==> config.mk <==
export PLATFORM = sky130hd
export DESIGN_NAME = fp_convert_arbiter
export DESIGN_NICKNAME = d
export VERILOG_FILES = /design/src/rtl/fp_convert_arbiter.sv
export SDC_FILE = /design/constraint.sdc
export NUM_CORES = 1
export LEC_CHECK = 0
export CAP_MARGIN = 20
export CORE_AREA = 4 4 100 55
export CTS_CLUSTER_DIAMETER = 120
export CTS_CLUSTER_SIZE = 20
export DETAILED_ROUTE_END_ITERATION = 16
export DIE_AREA = 0 0 104 59
export PLACE_DENSITY = 0.8
export SLEW_MARGIN = 20
export SYNTH_ARGS = -nofsm -noshare
export SYNTH_HDL_FRONTEND = slang
export SYNTH_HIERARCHICAL = 1
export SYNTH_SLANG_ARGS = --single-unit
==> constraint.sdc <==
create_clock -name Clk -period 3 [get_ports Clk]
set_clock_uncertainty 0.15 [all_clocks]
set_input_delay 0.9 -clock Clk [delete_from_list [all_inputs] [get_ports Clk]]
set_output_delay 0.9 -clock Clk [all_outputs]
set_load 0.01 [all_outputs]
==> src/rtl/fp_convert_arbiter.sv <==
// Arbitrated integer-to-fixed-point converter: NUM_REQ requesters share one converter feeding a single result register.
// Define FPCONV_ARB_RR_EN for round-robin arbitration; the default build uses fixed priority (lowest index wins).

module convert_to_fp #(
   parameter int INPUT_WIDTH  = 8,
   parameter int OUTPUT_WIDTH = 32,
   parameter int FBITS        = 24
) (
   input  logic [INPUT_WIDTH-1:0]  in_data,
   output logic [OUTPUT_WIDTH-1:0] out_data
);

   // Zero-extend first, so bits shifted past OUTPUT_WIDTH simply fall off (truncation).
   assign out_data = OUTPUT_WIDTH'(in_data) << FBITS;

endmodule

module fp_convert_arbiter #(
   parameter int INPUT_WIDTH  = 8,
   parameter int OUTPUT_WIDTH = 32,
   parameter int FBITS        = 24,
   parameter int NUM_REQ      = 4
) (
   input  logic                           Clk,
   input  logic                           Reset_N,
   input  logic [NUM_REQ-1:0]             Req_Valid,
   input  logic [NUM_REQ*INPUT_WIDTH-1:0] Req_Data,
   output logic [NUM_REQ-1:0]             Req_Ready,
   output logic                           Out_Valid,
   output logic [OUTPUT_WIDTH-1:0]        Out_Data,
   output logic [2:0]                     Out_Id,
   input  logic                           Out_Ready
);

   typedef enum logic {EMPTY, FULL} state_e;

   state_e                  state_q, state_d;
   logic [OUTPUT_WIDTH-1:0] data_q, data_d;
   logic [2:0]              id_q, id_d;

   logic                    found;
   logic [2:0]              gnt_idx;
   logic [INPUT_WIDTH-1:0]  operand;
   logic [OUTPUT_WIDTH-1:0] conv_result;
   logic                    can_accept;
   logic                    transfer;

`ifdef FPCONV_ARB_RR_EN
   logic [2:0] ptr_q, ptr_d;

   // Two passes: requesters at or above the pointer first, then wrap to the bottom.
   always_comb begin
      // NOTE: every comb output gets a default first so no path leaves it unassigned (no latch).
      found   = 1'b0;
      gnt_idx = '0;
      for (int i = 0; i < NUM_REQ; i++) begin
         if (!found && Req_Valid[i] && (3'(i) >= ptr_q)) begin
            found   = 1'b1;
            gnt_idx = 3'(i);
         end
      end
      for (int i = 0; i < NUM_REQ; i++) begin
         if (!found && Req_Valid[i]) begin
            found   = 1'b1;
            gnt_idx = 3'(i);
         end
      end
   end

   always_comb begin
      ptr_d = ptr_q;
      if (transfer) ptr_d = (gnt_idx == 3'(NUM_REQ - 1)) ? 3'd0 : gnt_idx + 3'd1;
   end

   always_ff @(posedge Clk or negedge Reset_N) begin
      if (!Reset_N) ptr_q <= '0;
      else          ptr_q <= ptr_d;
   end
`else
   always_comb begin
      found   = 1'b0;
      gnt_idx = '0;
      for (int i = 0; i < NUM_REQ; i++) begin
         if (!found && Req_Valid[i]) begin
            found   = 1'b1;
            gnt_idx = 3'(i);
         end
      end
   end
`endif

   assign can_accept = (state_q == EMPTY) || Out_Ready;
   assign transfer   = found && can_accept && Reset_N;

   // Grant never looks at Req_Data; the operand is merely steered by the grant.
   always_comb begin
      Req_Ready = '0;
      operand   = '0;
      for (int i = 0; i < NUM_REQ; i++) begin
         Req_Ready[i] = transfer && (gnt_idx == 3'(i));
         if (gnt_idx == 3'(i)) operand = Req_Data[i*INPUT_WIDTH +: INPUT_WIDTH];
      end
   end

   convert_to_fp #(
      .INPUT_WIDTH  (INPUT_WIDTH),
      .OUTPUT_WIDTH (OUTPUT_WIDTH),
      .FBITS        (FBITS)
   ) u_convert (
      .in_data  (operand),
      .out_data (conv_result)
   );

   // Result register state: a reload while draining keeps it FULL, giving one result per cycle.
   always_comb begin
      state_d = state_q;
      case (state_q)
         EMPTY:   if (transfer) state_d = FULL;
         FULL:    if (transfer) state_d = FULL;
                  else if (Out_Ready) state_d = EMPTY;
         default: state_d = EMPTY;
      endcase
   end

   always_comb begin
      data_d = data_q;
      id_d   = id_q;
      if (transfer) begin
         data_d = conv_result;
         id_d   = gnt_idx;
      end
   end

   always_ff @(posedge Clk or negedge Reset_N) begin
      if (!Reset_N) begin
         state_q <= EMPTY;
         // NOTE: the payload is reset too, because Out_Data and Out_Id must read zero during reset.
         data_q  <= '0;
         id_q    <= '0;
      end else begin
         // NOTE: non-blocking assignments so every flop samples pre-edge values.
         state_q <= state_d;
         data_q  <= data_d;
         id_q    <= id_d;
      end
   end

   always_comb begin
      Out_Valid = (state_q == FULL);
      Out_Data  = data_q;
      Out_Id    = id_q;
   end

endmodule

# After elaboration in Yosys (flattened, before gate mapping)
# Cells that the tools add are included.
[op_classes]
eq_ne = 3
mux = 15
n_bitwise = 1
n_reduce_logical = 14
[op_table]
columns = ["operator", "n"]
rows = [
  ["2-to-1 mux 8 bit", 4],
  ["logical AND 1 bit", 9],
  ["2-to-1 mux 1 bit", 8],
  ["equality test 3 x 2 -> 1 bit (second input constant)", 2],
  ["equality test 3 x 1 -> 1 bit (second input constant)", 1],
  ["logical NOT 1 bit", 3],
  ["logical NOT 3 bit", 1],
  ["2-to-1 mux 3 bit", 1],
  ["2-to-1 mux 2 bit", 1],
  ["case mux 1 bit (2 select lines)", 1],
  ["logical OR 1 bit", 1],
  ["NOT 1 bit", 1],
]
[totals]
register_bits = 12
inputBits = 39
wordCells = 36

# Longest topological paths before layout
[logic_depth]
word_depth = 15
mapped_depth = 7
mapped_depth_nobuf = 5

# By module
# Netlist, hierarchy kept.
[modules_own_cells]
columns = ["module", "instances", "cells_per_inst", "area_per_inst_um2"]
rows = [
  ["fp_convert_arbiter", 1, 145, 1754.2],
  ["convert_to_fp", 1, 33, 244.0],
]

# Worst setup path before layout
# OpenSTA, ideal clock, no wires.
[synth_timing]
path_type = "input to output"
from = "in Req_Valid[1]"
to = "out Req_Ready[3]"
arrival_ns = 1.872
t_required_ns = 1.950
path_slack_ns = 0.078
cell_stages = 3
path_buffers = 1
cell_sequence = "buf_2 nor4b_2 and2_1"
[synth_between]
elab_chain_cells = 11
elab_cells_between_ends = 15
classes_between = "eq/ne: 1; mux: 6; reduce/logical: 8"
[synth_lines]
columns = ["element", "line", "source"]
rows = [
  ["from (decl)", "26", "input logic [NUM_REQ-1:0] Req_Valid,"],
  ["logical AND 1 bit (*)", "84", "if (!found && Req_Valid[i]) begin"],
  ["branches (longest 9 deep; another with 2-to-1 mux 3 bit)", "--", ""],
  ["logical AND 1 bit (*)", "100", "Req_Ready[i] = transfer && (gnt_idx == 3'(i));"],
  ["to (decl)", "28", "output logic [NUM_REQ-1:0] Req_Ready,"],
]
# Mark *: on every way between the ends.

# Final worst setup path
[layout_timing]
from = "in Req_Valid[2]"
to = "out Req_Ready[2]"
[layout_between]
elab_chain_cells = 8
elab_cells_between_ends = 11
classes_between = "eq/ne: 1; mux: 4; reduce/logical: 6"
[layout_lines]
columns = ["element", "line"]
rows = [
  ["logical AND 1 bit (*)", "84"],
  ["branches (longest 6 deep; another with 2-to-1 mux 3 bit)", "--"],
  ["logical AND 1 bit (*)", "100"],
]
# Marked as above.

==> impl_metrics.json <==
{
  "min_path_type": "reg -> reg",
  "rsz0062_at_grt": "false",
  "hpwl_um": 3690,
  "drc": 0,
  "hold_viol": 0,
  "start_util_pct": 42.7,
  "yosysTopAreaCell": "dfrtp_1",
  "async_reset_ff_share_pct": 100,
  "leakagePower_nw": 1.28,
  "synth_common_cells": "dfrtp_1 (35), buf_4 (33), mux2_2 (18)",
  "syn_area_sq_um": 2000,
  "io_buffers": 77,
  "via_per_inst": 4.67,
  "fp.dieW_um": 104,
  "synthTopCellsByArea": "dfrtp_1 (44%), buf_4 (12%), mux2_4 (11%)",
  "antenna_found_initial": 0,
  "cap_violations": 0,
  "layout-drive-gt1-share_pct": 28.3,
  "p_comb_share_pct": 32.6,
  "cpMostUsedCell": "buf_4",
  "clkSlewWorstSetupHoldPaths_ps": 70,
  "syn_area_per_cell_sq_um": 11.2,
  "fin_crit_ps": 2900,
  "antenna_left": 0,
  "io_pins": 79,
  "num_rows": 18,
  "critPathCaptureType": "output port",
  "cts_sinks": 35,
  "timing.final.max_slew_violations": 0,
  "critPathArrivalTime_ps": 1850,
  "fp.dieH_um": 59,
  "drt-total-wl_um": 4770,
  "vias": 1519,
  "pwr-share-clk_pct": 26.2,
  "dp.cells": 315,
  "post-route-period-util_pct": 96.6,
  "fin_hold_ws_ps": 357,
  "drtIter0Drc": 35,
  "powerDensity_nw_per_um2": 508,
  "ir_worst_vdd_v": 0.000267,
  "yosys_warnings": 6,
  "holdBufCountCts": 0,
  "numCtsBuffers": 5,
  "yosysUniqueCellTypes": 23,
  "nets": 303,
  "crit_slowest_cell": "o41ai_2",
  "nFillCells": 399,
  "status": "finished, final reports clean",
  "area_growth_pct": 43.4,
  "setup-tns-final_ps": 0,
  "p_int_mw": 1.07,
  "setup_viol": 0,
  "p_switching_uw": 388,
  "synthFlopType": "dfrtp_1",
  "drt_pre_antenna_iters": 4,
  "coreArea_sq_um": 4680,
  "die_area_sq_um": 6140,
  "cp-start-kind": "input pin",
  "stdcell_count": 325,
  "synth-edff-count": 0,
  "crit_path_cell_trace": "clkbuf_2, o41ai_2, buf_4, nor2b_4, and3_1, buf_4",
  "crit_required_ps": 1950,
  "cts_max_level": 2,
  "gp_congestion": 0.850,
  "ctsLongestPathBuffers": 2,
  "synth_top_area_share_pct": 43.8,
  "cts_root_buffer": "clkbuf_8",
  "critPathKind": "in -> out",
  "post_drt_wl_per_cell_um": 14.7,
  "seq_power_share_pct": 41.2,
  "grt_usage_pct": 16.0,
  "clock_latency_ps": 280,
  "slowest_delay_ps": 320,
  "critPathMaxFanout": 6,
  "ys_ff_latch": 35,
  "grt_pass1_wl_um": 7630,
  "overflow": 0,
  "yosysSeqAreaShare_pct": 43.8,
  "synth.most_common_cell": "dfrtp_1",
  "p_sw_share_pct": 26.6,
  "cts_tree": "done",
  "grt_pass1_vias": 1592,
  "antenna_cells": 0,
  "max_freq_mhz": 345,
  "grt_max_degree": 36,
  "netlist_instances": 178
}
critical path, delay by kind of cell:
kind                   cells  cell delay [ps]
buffers and inverters      3              410
AOI/OAI and AO/OA          1              320
and+or+nand+nor            2              210
metal layers:
metal	GRT usage, %	up-vias	share of wire, %	routed length, um
li1	-	734	-	-
met1	20.2	724	46	2210
met2	27.6	56	46	2200
met3	5.55	5	6.9	331
met4	2.84	0	0.42	20
met5	0	-	0	0
cells by family (layout without fill, tap and decap cells):
| kind of cell | Yosys count | count (layout) | synth area share [%] |
|---|---|---|---|
| buffers and inverters | 44 | 108 | 15.8 |
| AOI/OAI and AO/OA | 35 | 35 | 10.8 |
| DFF | 35 | 35 | 43.8 |
| muxes | 33 | 33 | 21.2 |
| and+or+nand+nor | 29 | 29 | 8.01 |
| other | 2 | 25 | 0.376 |
per-stage QoR:
stage | util [%] | worst slack [ps] | instance area [sq um] | total power, mW
6_report | 61.2 | 101 | 2870 | 1.46
5_1_grt | 61.2 | 22.3 | 2870 | 1.53
4_1_cts | 61.4 | 6.47 | 2880 | 1.47
3_5_place_dp | 59.2 | -639 | 2770 | 1.09
3_3_place_gp | 59.2 | -639 | 2770 | 1.08
2_1_floorplan | - | 78.2 | 2080 | 0.846
layout make-up:
cell class / count / area, sq um / share of cell area [%]
well taps: 60 / 75.1 / 2.62
multi-input cells: 122 / 908 / 31.7
inverters: 1 / 3.75 / 0.131
clock inverters: 1 / 7.51 / 0.262
clock buffers: 7 / 96.3 / 3.36
flip-flops and latches: 35 / 876 / 30.6
repair buffers: 99 / 898 / 31.4
path summary, 6_finish.rpt:
kind	slack, ps	startpoint	cells past startpoint	endpoint
min in group asynchronous	680	Reset_N	3	Out_Valid
setup / recovery	100	Req_Valid[2]	6	Req_Ready[2]
hold / removal	360	Out_Data[6]	1	Out_Data[6]
max in group asynchronous	1700	Reset_N	3	Out_Data[28]
setup reg to reg	1320	Out_Valid	4	Out_Data[2]
hold reg to reg	360	Out_Data[6]	1	Out_Data[6]
sequential cells by signal, indices dropped and copies added (netlist names):
| signal | count |
|---|---|
| Out_Valid | 1 |
| Out_Id | 2 |
| Out_Data | 32 |
power by group through the flow:
stage / clock network (mW) / registers, mW / logic [mW]
final: 0.382 / 0.600 / 0.475
after global routing: 0.412 / 0.611 / 0.508
after CTS: 0.390 / 0.601 / 0.481
after detailed placement: 0 / 0.608 / 0.480
after global placement: 0 / 0.604 / 0.473
after floorplan: 0 / 0.643 / 0.203
what timing repair did:
item                                    CTS  global route
gates resized for setup                  26             5
hold endpoints to repair                  0             0
pin swaps                                 2             1
endpoints found under the setup margin    4             3
buffers inserted                          2             0
cloned                                    0             0
cell usage in the layout, fill, tap and decap left out, types with 4 or more instances in the layout:
cell and count:
buf_4 23, mux2_2 18, clkbuf_8 7, mux2_4 14
nand2b_1 9, dfrtp_1 35, conb_1 25, o21ai_0 8
buf_2 4, a221oi_1 8, nand2_1 9, clkdlybuf4s50_1 67
a21oi_1 17
(Power assumes the default switching activity.)
